### src/rtl/muldiv_sequencer.sv
// HI/LO sequencer for multi-cycle MULT/MULTU/DIV/DIVU plus MTHI/MTLO.
// Define MULDIV_DIVZERO_BYPASS_EN to send divide-by-zero straight to DONE with HI/LO untouched.
module muldiv_sequencer #(
    parameter int MUL_LAT = 2
) (
    input  logic        clk,
    input  logic        reset,
    input  logic        op_valid,
    input  logic [2:0]  op,
    input  logic [31:0] rs_data,
    input  logic [31:0] rt_data,
    output logic [31:0] mul_a,
    output logic [31:0] mul_b,
    output logic        mul_signed,
    input  logic [63:0] mul_prod,
    output logic        div_start,
    output logic        div_signed,
    output logic [31:0] div_a,
    output logic [31:0] div_b,
    input  logic        div_busy,
    input  logic [31:0] div_q,
    input  logic [31:0] div_r,
    output logic [31:0] hi,
    output logic [31:0] lo,
    output logic        stall
);

    // state     | meaning
    // IDLE      | accept new op; MTHI/MTLO complete here
    // MUL_WAIT  | counting down multiplier latency
    // DIV_START | one-cycle start pulse to the divider
    // DIV_WAIT  | waiting for divider to drop busy
    // DONE      | result visible, CPU advances on the next edge
    typedef enum logic [2:0] {
        S_IDLE      = 3'd0,
        S_MUL_WAIT  = 3'd1,
        S_DIV_START = 3'd2,
        S_DIV_WAIT  = 3'd3,
        S_DONE      = 3'd4
    } state_t;

    localparam logic [2:0] OP_MULT  = 3'b000;
    localparam logic [2:0] OP_MULTU = 3'b001;
    localparam logic [2:0] OP_DIV   = 3'b010;
    localparam logic [2:0] OP_DIVU  = 3'b011;
    localparam logic [2:0] OP_MTHI  = 3'b100;
    localparam logic [2:0] OP_MTLO  = 3'b101;

    localparam logic [3:0] CNT_LOAD = 4'(MUL_LAT - 1);

    state_t     state;
    state_t     state_next;
    logic [3:0] cnt;

    logic is_mul;
    logic is_div;
    logic is_mthi;
    logic is_mtlo;
    logic div_bypass;

    assign is_mul  = op_valid && (op == OP_MULT || op == OP_MULTU);
    assign is_div  = op_valid && (op == OP_DIV  || op == OP_DIVU);
    assign is_mthi = op_valid && (op == OP_MTHI);
    assign is_mtlo = op_valid && (op == OP_MTLO);

`ifdef MULDIV_DIVZERO_BYPASS_EN
    assign div_bypass = is_div && (rt_data == 32'd0);
`else
    assign div_bypass = 1'b0;
`endif

    always_ff @(posedge clk or posedge reset) begin
        if (reset) begin
            state <= S_IDLE;
        end else begin
            state <= state_next;
        end
    end

    always_comb begin
        state_next = state;
        unique case (state)
            S_IDLE: begin
                if (is_mul) begin
                    state_next = S_MUL_WAIT;
                end else if (is_div) begin
                    state_next = div_bypass ? S_DONE : S_DIV_START;
                end
            end
            S_MUL_WAIT: begin
                if (cnt == 4'd0) begin
                    state_next = S_DONE;
                end
            end
            S_DIV_START: state_next = S_DIV_WAIT;
            S_DIV_WAIT: begin
                if (!div_busy) begin
                    state_next = S_DONE;
                end
            end
            S_DONE:  state_next = S_IDLE;
            default: state_next = S_IDLE;
        endcase
    end

    // div_start decodes state directly so an async reset drops it at once
    always_comb begin
        stall     = 1'b0;
        div_start = 1'b0;
        unique case (state)
            S_IDLE:      stall = is_mul || is_div;
            S_MUL_WAIT:  stall = 1'b1;
            S_DIV_START: begin
                stall     = 1'b1;
                div_start = 1'b1;
            end
            S_DIV_WAIT:  stall = 1'b1;
            S_DONE:      stall = 1'b0;
            default:     stall = 1'b0;
        endcase
    end

    always_ff @(posedge clk or posedge reset) begin
        if (reset) begin
            mul_a      <= 32'd0;
            mul_b      <= 32'd0;
            mul_signed <= 1'b0;
            div_a      <= 32'd0;
            div_b      <= 32'd0;
            div_signed <= 1'b0;
            cnt        <= 4'd0;
            hi         <= 32'd0;
            lo         <= 32'd0;
        end else begin
            unique case (state)
                S_IDLE: begin
                    if (is_mul) begin
                        mul_a      <= rs_data;
                        mul_b      <= rt_data;
                        mul_signed <= (op == OP_MULT);
                        cnt        <= CNT_LOAD;
                    end
                    if (is_div && !div_bypass) begin
                        div_a      <= rs_data;
                        div_b      <= rt_data;
                        div_signed <= (op == OP_DIV);
                    end
                    if (is_mthi) begin
                        hi <= rs_data;
                    end
                    if (is_mtlo) begin
                        lo <= rs_data;
                    end
                end
                S_MUL_WAIT: begin
                    if (cnt == 4'd0) begin
                        hi <= mul_prod[63:32];
                        lo <= mul_prod[31:0];
                    end else begin
                        cnt <= cnt - 4'd1;
                    end
                end
                S_DIV_WAIT: begin
                    if (!div_busy) begin
                        lo <= div_q;
                        hi <= div_r;
                    end
                end
                default: begin
                end
            endcase
        end
    end

endmodule

### config.mk
export PLATFORM = sky130hd
export DESIGN_NAME = muldiv_sequencer
export DESIGN_NICKNAME = d
export VERILOG_FILES = /design/src/rtl/muldiv_sequencer.sv
export SDC_FILE = /design/constraint.sdc
export NUM_CORES = 1
export LEC_CHECK = 0
export ABC_AREA = 0
export CAP_MARGIN = 10
export CORE_ASPECT_RATIO = 1.1
export CORE_MARGIN = 2
export CORE_UTILIZATION = 25
export DETAILED_ROUTE_END_ITERATION = 8
export HOLD_SLACK_MARGIN = 0.05
export PLACE_DENSITY_LB_ADDON = 0.2
export SKIP_CTS_REPAIR_TIMING = 1
export SLEW_MARGIN = 20
export SYNTH_ARGS = -nofsm -noshare
export SYNTH_HDL_FRONTEND = slang
export SYNTH_SLANG_ARGS = --single-unit
### constraint.sdc
create_clock -name clk -period 11.07 [get_ports clk]
set_input_delay 1.6605 -clock clk [delete_from_list [all_inputs] [get_ports clk]]
set_output_delay 1.6605 -clock clk [all_outputs]
set_load 0.1 [all_outputs]
# ---- After elaboration in Yosys (flattened, before gate mapping)
# Index checks and enable logic that the tools add are counted.
dict set report totals {
  input_bits 199
  word_cells 63
  register_bits 201
}
dict set report op_classes {
  n_reduce_logical 19
  add_sub_neg 1
  mux 18
  eq_ne 15
}
# cell n
set op_table {}
lappend op_table {{$mux 32} 6}
lappend op_table {{$pmux 32 s3} 2}
lappend op_table {{$eq 3x2->1 const B} 4}
lappend op_table {{$mux 3} 4}
lappend op_table {{$ne 2x2->1 const B} 6}
lappend op_table {{$pmux 3 s4} 1}
lappend op_table {{$mux 4} 2}
lappend op_table {{$pmux 4 s2} 1}
lappend op_table {{$reduce_and 4->1} 2}
lappend op_table {{$eq 3x1->1 const B} 2}
lappend op_table {{$eq 3x3->1 const B} 2}
lappend op_table {{$logic_not 3->1} 2}
lappend op_table {{$reduce_and 3->1} 2}
lappend op_table {{$logic_and 1x1->1} 4}
lappend op_table {{$logic_not 4->1} 1}
lappend op_table {{$reduce_and 2->1} 2}
lappend op_table {{$sub 4x1->4 const B} 1}
lappend op_table {{$logic_or 1x1->1} 3}
lappend op_table {{$ne 3x3->1 const B} 1}
lappend op_table {{$reduce_bool 3->1} 1}
lappend op_table {{$reduce_or 3->1} 1}
lappend op_table {{$pmux 1 s2} 1}
lappend op_table {{$reduce_bool 2->1} 1}
lappend op_table {{$mux 1} 1}

# ---- Longest topological paths before layout
dict set report depth {
  word_depth 6
  depth_mapped 7
}

# ---- Least setup slack after synthesis
# No wires, ideal clock.
dict set report synth_timing {
  path_kind {input port to output port}
  startpoint {input port op[2]}
  endpoint {output port stall}
  cell_stages 2
  arrival_ps 3302
  n_path_buf 0
  path_slack_ps 6108
  cell_sequence {nand2b_1 -> a21oi_1}
}
dict set report synth_via {
  elab_chain_cells 5
  word_cells_on_any_way 10
  cone_classes {3 x eq/ne; 1 x mux; 6 x reduce/logical}
}
# element line_no
set synth_lines {}
lappend synth_lines {{from (decl)} 9} ;# input logic [2:0] op,
lappend synth_lines {{$eq 3x1->1, or another cell as far along} 61} ;# assign is_mul = op_valid && (op == OP_MULT || op == OP_MULTU);
lappend synth_lines {{$logic_or 1x1->1, on equally long branches} {61, 62}}
lappend synth_lines {{$logic_and 1x1->1, on equally long branches} {61, 62}}
lappend synth_lines {{$logic_or 1x1->1 (*)} 111} ;# S_IDLE: stall = is_mul || is_div;
lappend synth_lines {{$pmux 1 s2 (*)} 110} ;# unique case (state)
lappend synth_lines {{to (decl)} 25} ;# output logic stall
# Every way passes the cells marked *; elsewhere a longest branch is shown, timed or not.

# ---- Worst setup path in the final report
# Ends and elaborated chain as after synthesis.

==> flow_summary.json <==
{
  "first_global_vias": 7860,
  "synth-async-reset-ratio": 1.000,
  "worstReg2RegStart": "state[1]$_DFFE_PP0P_",
  "area_used_by_multi_input_combinational_logic_sq_mm": 0.003583,
  "min-delay-path-class": "reg -> reg",
  "slew-limit-headroom": 0.2633,
  "timing.rr.end": "lo[30]$_DFFE_PP0P_",
  "min_path_cells": 2,
  "detailed_place.area_sq_mm": 0.01323,
  "timing.hold.worst.start": "mul_a[17]$_DFFE_PP0P_",
  "detail_route.wirelength_um": 31320,
  "drive_gt1_frac": 0.1087,
  "setup.worst_path.start_class": "input pin",
  "globalRouteTotalUtil": 0.1644,
  "timing.setup.tns_ns": 0,
  "synth_area_per_cell_sq_um": 11.29,
  "clock_tree.buffer_depth": 3,
  "synth.cell_area_sq_mm": 0.008899,
  "core_region_area_sq_mm": 0.03513,
  "timing.critical_path.fanout_max": 5,
  "cap_viol_max_count": 0,
  "synth-main-ff-cell": "sky130_fd_sc_hd__dfrtp_1",
  "grt_setup_unrepaired": "false",
  "postSynthNetCount": 989,
  "ant_nets": 0,
  "design.final.nets": 1364,
  "max_freq_mhz": 186.2,
  "worst-endpoint-arrival_ns": 3.71,
  "worst_hold_path.endpoint": "mul_a[17]$_DFFE_PP0P_",
  "grt_antenna_before_repair": 1,
  "post_place_setup_slack_ns": 5.733,
  "cts_made_buffers": 24,
  "synthesis.instances": 788,
  "initial_core_util": 0.2533,
  "cts.root.buffer_cell": "sky130_fd_sc_hd__clkbuf_16",
  "worstMarginPinSlew_ns": 1.105,
  "report.final.hold_viol_count": 0,
  "final_design_area_no_fill_sq_mm": 0.01400,
  "cts.clk_slew.worst_paths_ns": 0.06,
  "final_max_slew_viol_count": 0,
  "cts_max_level": 1,
  "clk_sinks": 201,
  "grt_remaining_overflow": 0,
  "die_y_um": 201.9,
  "seq_area_frac_synth": 0.5652,
  "drcViolationCount": 0,
  "wire_length_of_the_first_global_routing_pass_um": 47350,
  "period_minus_slack_ns": 5.372,
  "synthMostInstantiatedCell": "sky130_fd_sc_hd__nand2_1",
  "synth.ff_latch_count": 201,
  "post_synth_num_cell_types": 33,
  "synth_edf_count": 0,
  "dr_vias": 7421,
  "vias_per_cell": 4.572,
  "yosysWarnings": 0,
  "worst_ep_required_time_ns": 9.41,
  "setup_viol": 0,
  "critPathKind": "in -> out",
  "timing.critical_path.to_type": "primary output",
  "synth_top_cell_by_area": "sky130_fd_sc_hd__dfrtp_1",
  "floorplan.io_pins": 395,
  "drt-wirelength-per-cell_um": 19.30,
  "synth_top_cells_by_count": "sky130_fd_sc_hd__nand2_1 (259), sky130_fd_sc_hd__dfrtp_1 (201), sky130_fd_sc_hd__mux2_2 (68), sky130_fd_sc_hd__mux2i_1 (67), sky130_fd_sc_hd__a32o_1 (62)",
  "port-buffer-count": 394,
  "r2r_cells": 5,
  "clkLatencyLatePin_ns": 0.51,
  "r2r_slack_ns": 7.61,
  "grt_max_degree": 104,
  "dieArea_sq_mm": 0.03712,
  "fillers": 3484,
  "status": "finished, final reports clean",
  "post-route-worst-setup-slack_ns": 5.698,
  "placementRows": 72,
  "finClkSkew_ns": 0.006338,
  "regArea_sq_mm": 0.005034,
  "cts_tree": "done",
  "floorplan.die.width_um": 183.9,
  "detail_route.first_pass.iterations": 4,
  "hpwlAfterDp_um": 21880,
  "final_min_period_over_clock_period": 0.4852,
  "drt_iter0_drc": 226,
  "synth_largest_type_area_fraction": 0.5652,
  "place.gp.congestion": 0.7678,
  "synthTopCellsByArea": "sky130_fd_sc_hd__dfrtp_1 (57%), sky130_fd_sc_hd__nand2_1 (11%), sky130_fd_sc_hd__mux2_2 (8.6%)",
  "layout-area-overhead-vs-synth_pct": 57.38
}
[cell type report]
class,instances,share of cell area
Tap cell,444,0.03967
Timing Repair Buffer,406,0.2880
Multi-Input combinational cell,525,0.2559
Sequential cell,201,0.3594
Antenna cell,1,0.0001787
Clock buffer,38,0.05387
Inverter,5,0.001876
Clock inverter,3,0.001072
[cell families after synthesis]
| logic type | synth area share |
|---|---|
| AOI/OAI and AO/OA | 0.1076 |
| adders and majority gates | 0.002812 |
| DFF | 0.5652 |
| and+or+nand+nor | 0.1274 |
| muxes | 0.1614 |
| buffers and inverters | 0.03557 |
[sequential cells by signal, indices dropped and copies added, names as in the netlist]
| register | flops |
|---|---|
| mul_b | 32 |
| state | 3 |
| div_signed | 1 |
| div_a | 32 |
| hi | 32 |
| cnt | 4 |
| lo | 32 |
| mul_a | 32 |
| mul_signed | 1 |
| div_b | 32 |
[metal layers]
metal | GRT usage | vias up | part of all wire
met1 | 0.1983 | 3614 | 0.40
met3 | 0.04631 | 44 | 0.081
met4 | 0.04600 | 0 | 0.022
li1 | - | 3494 | -
met2 | 0.2853 | 269 | 0.49
met5 | 0 | - | 0
[worst max-delay path by stage]
stage                          from                  to  slack (ns)  cells past startpoint
2_1_floorplan                 reset  cnt[0]$_DFFE_PP0P_        3.93                      1
3_3_place_gp                  op[2]               stall        5.75                      4
3_5_place_dp                  op[2]               stall        5.73                      4
4_1_cts        state[1]$_DFFE_PP0P_           div_start        5.72                      3
5_1_grt        state[1]$_DFFE_PP0P_           div_start        5.58                      3
6_report                      op[2]               stall        5.70                      4
[critical path, cell delays in order]
cell and delay, ns:
sky130_fd_sc_hd__clkdlybuf4s50_1 0.48, sky130_fd_sc_hd__nand2b_1 0.23, sky130_fd_sc_hd__a21oi_1 0.18, sky130_fd_sc_hd__clkdlybuf4s50_1 1.16
[placed cells by master, fill, tap and decap left out, types with 5 or more instances in the layout]
master and n:
sky130_fd_sc_hd__clkbuf_1 5, sky130_fd_sc_hd__clkbuf_16 25, sky130_fd_sc_hd__o21a_1 31, sky130_fd_sc_hd__buf_4 12, sky130_fd_sc_hd__clkbuf_8 8, sky130_fd_sc_hd__mux2i_1 67, sky130_fd_sc_hd__clkdlybuf4s50_1 394, sky130_fd_sc_hd__dfrtp_1 200
sky130_fd_sc_hd__nor2_1 5, sky130_fd_sc_hd__mux2_2 68, sky130_fd_sc_hd__a32o_1 62, sky130_fd_sc_hd__nand2_1 259
[per-stage QoR]
| stage | hold WS, ns | std cells | util |
|---|---|---|---|
| 6_report | 0.4694 | 1623 | 0.3986 |
| 3_5_place_dp | 0.4611 | 1581 | 0.3766 |
| 3_3_place_gp | 0.4561 | 1581 | 0.3766 |
| 4_1_cts | 0.4752 | 1622 | 0.3985 |
| 5_1_grt | 0.4875 | 1623 | 0.3986 |
| 2_1_floorplan | 0.4603 | 788 | - |
Power is left out: the tool's default activity adds up to more than one toggle a clock period on the data nets, which glitch-free logic cannot reach.
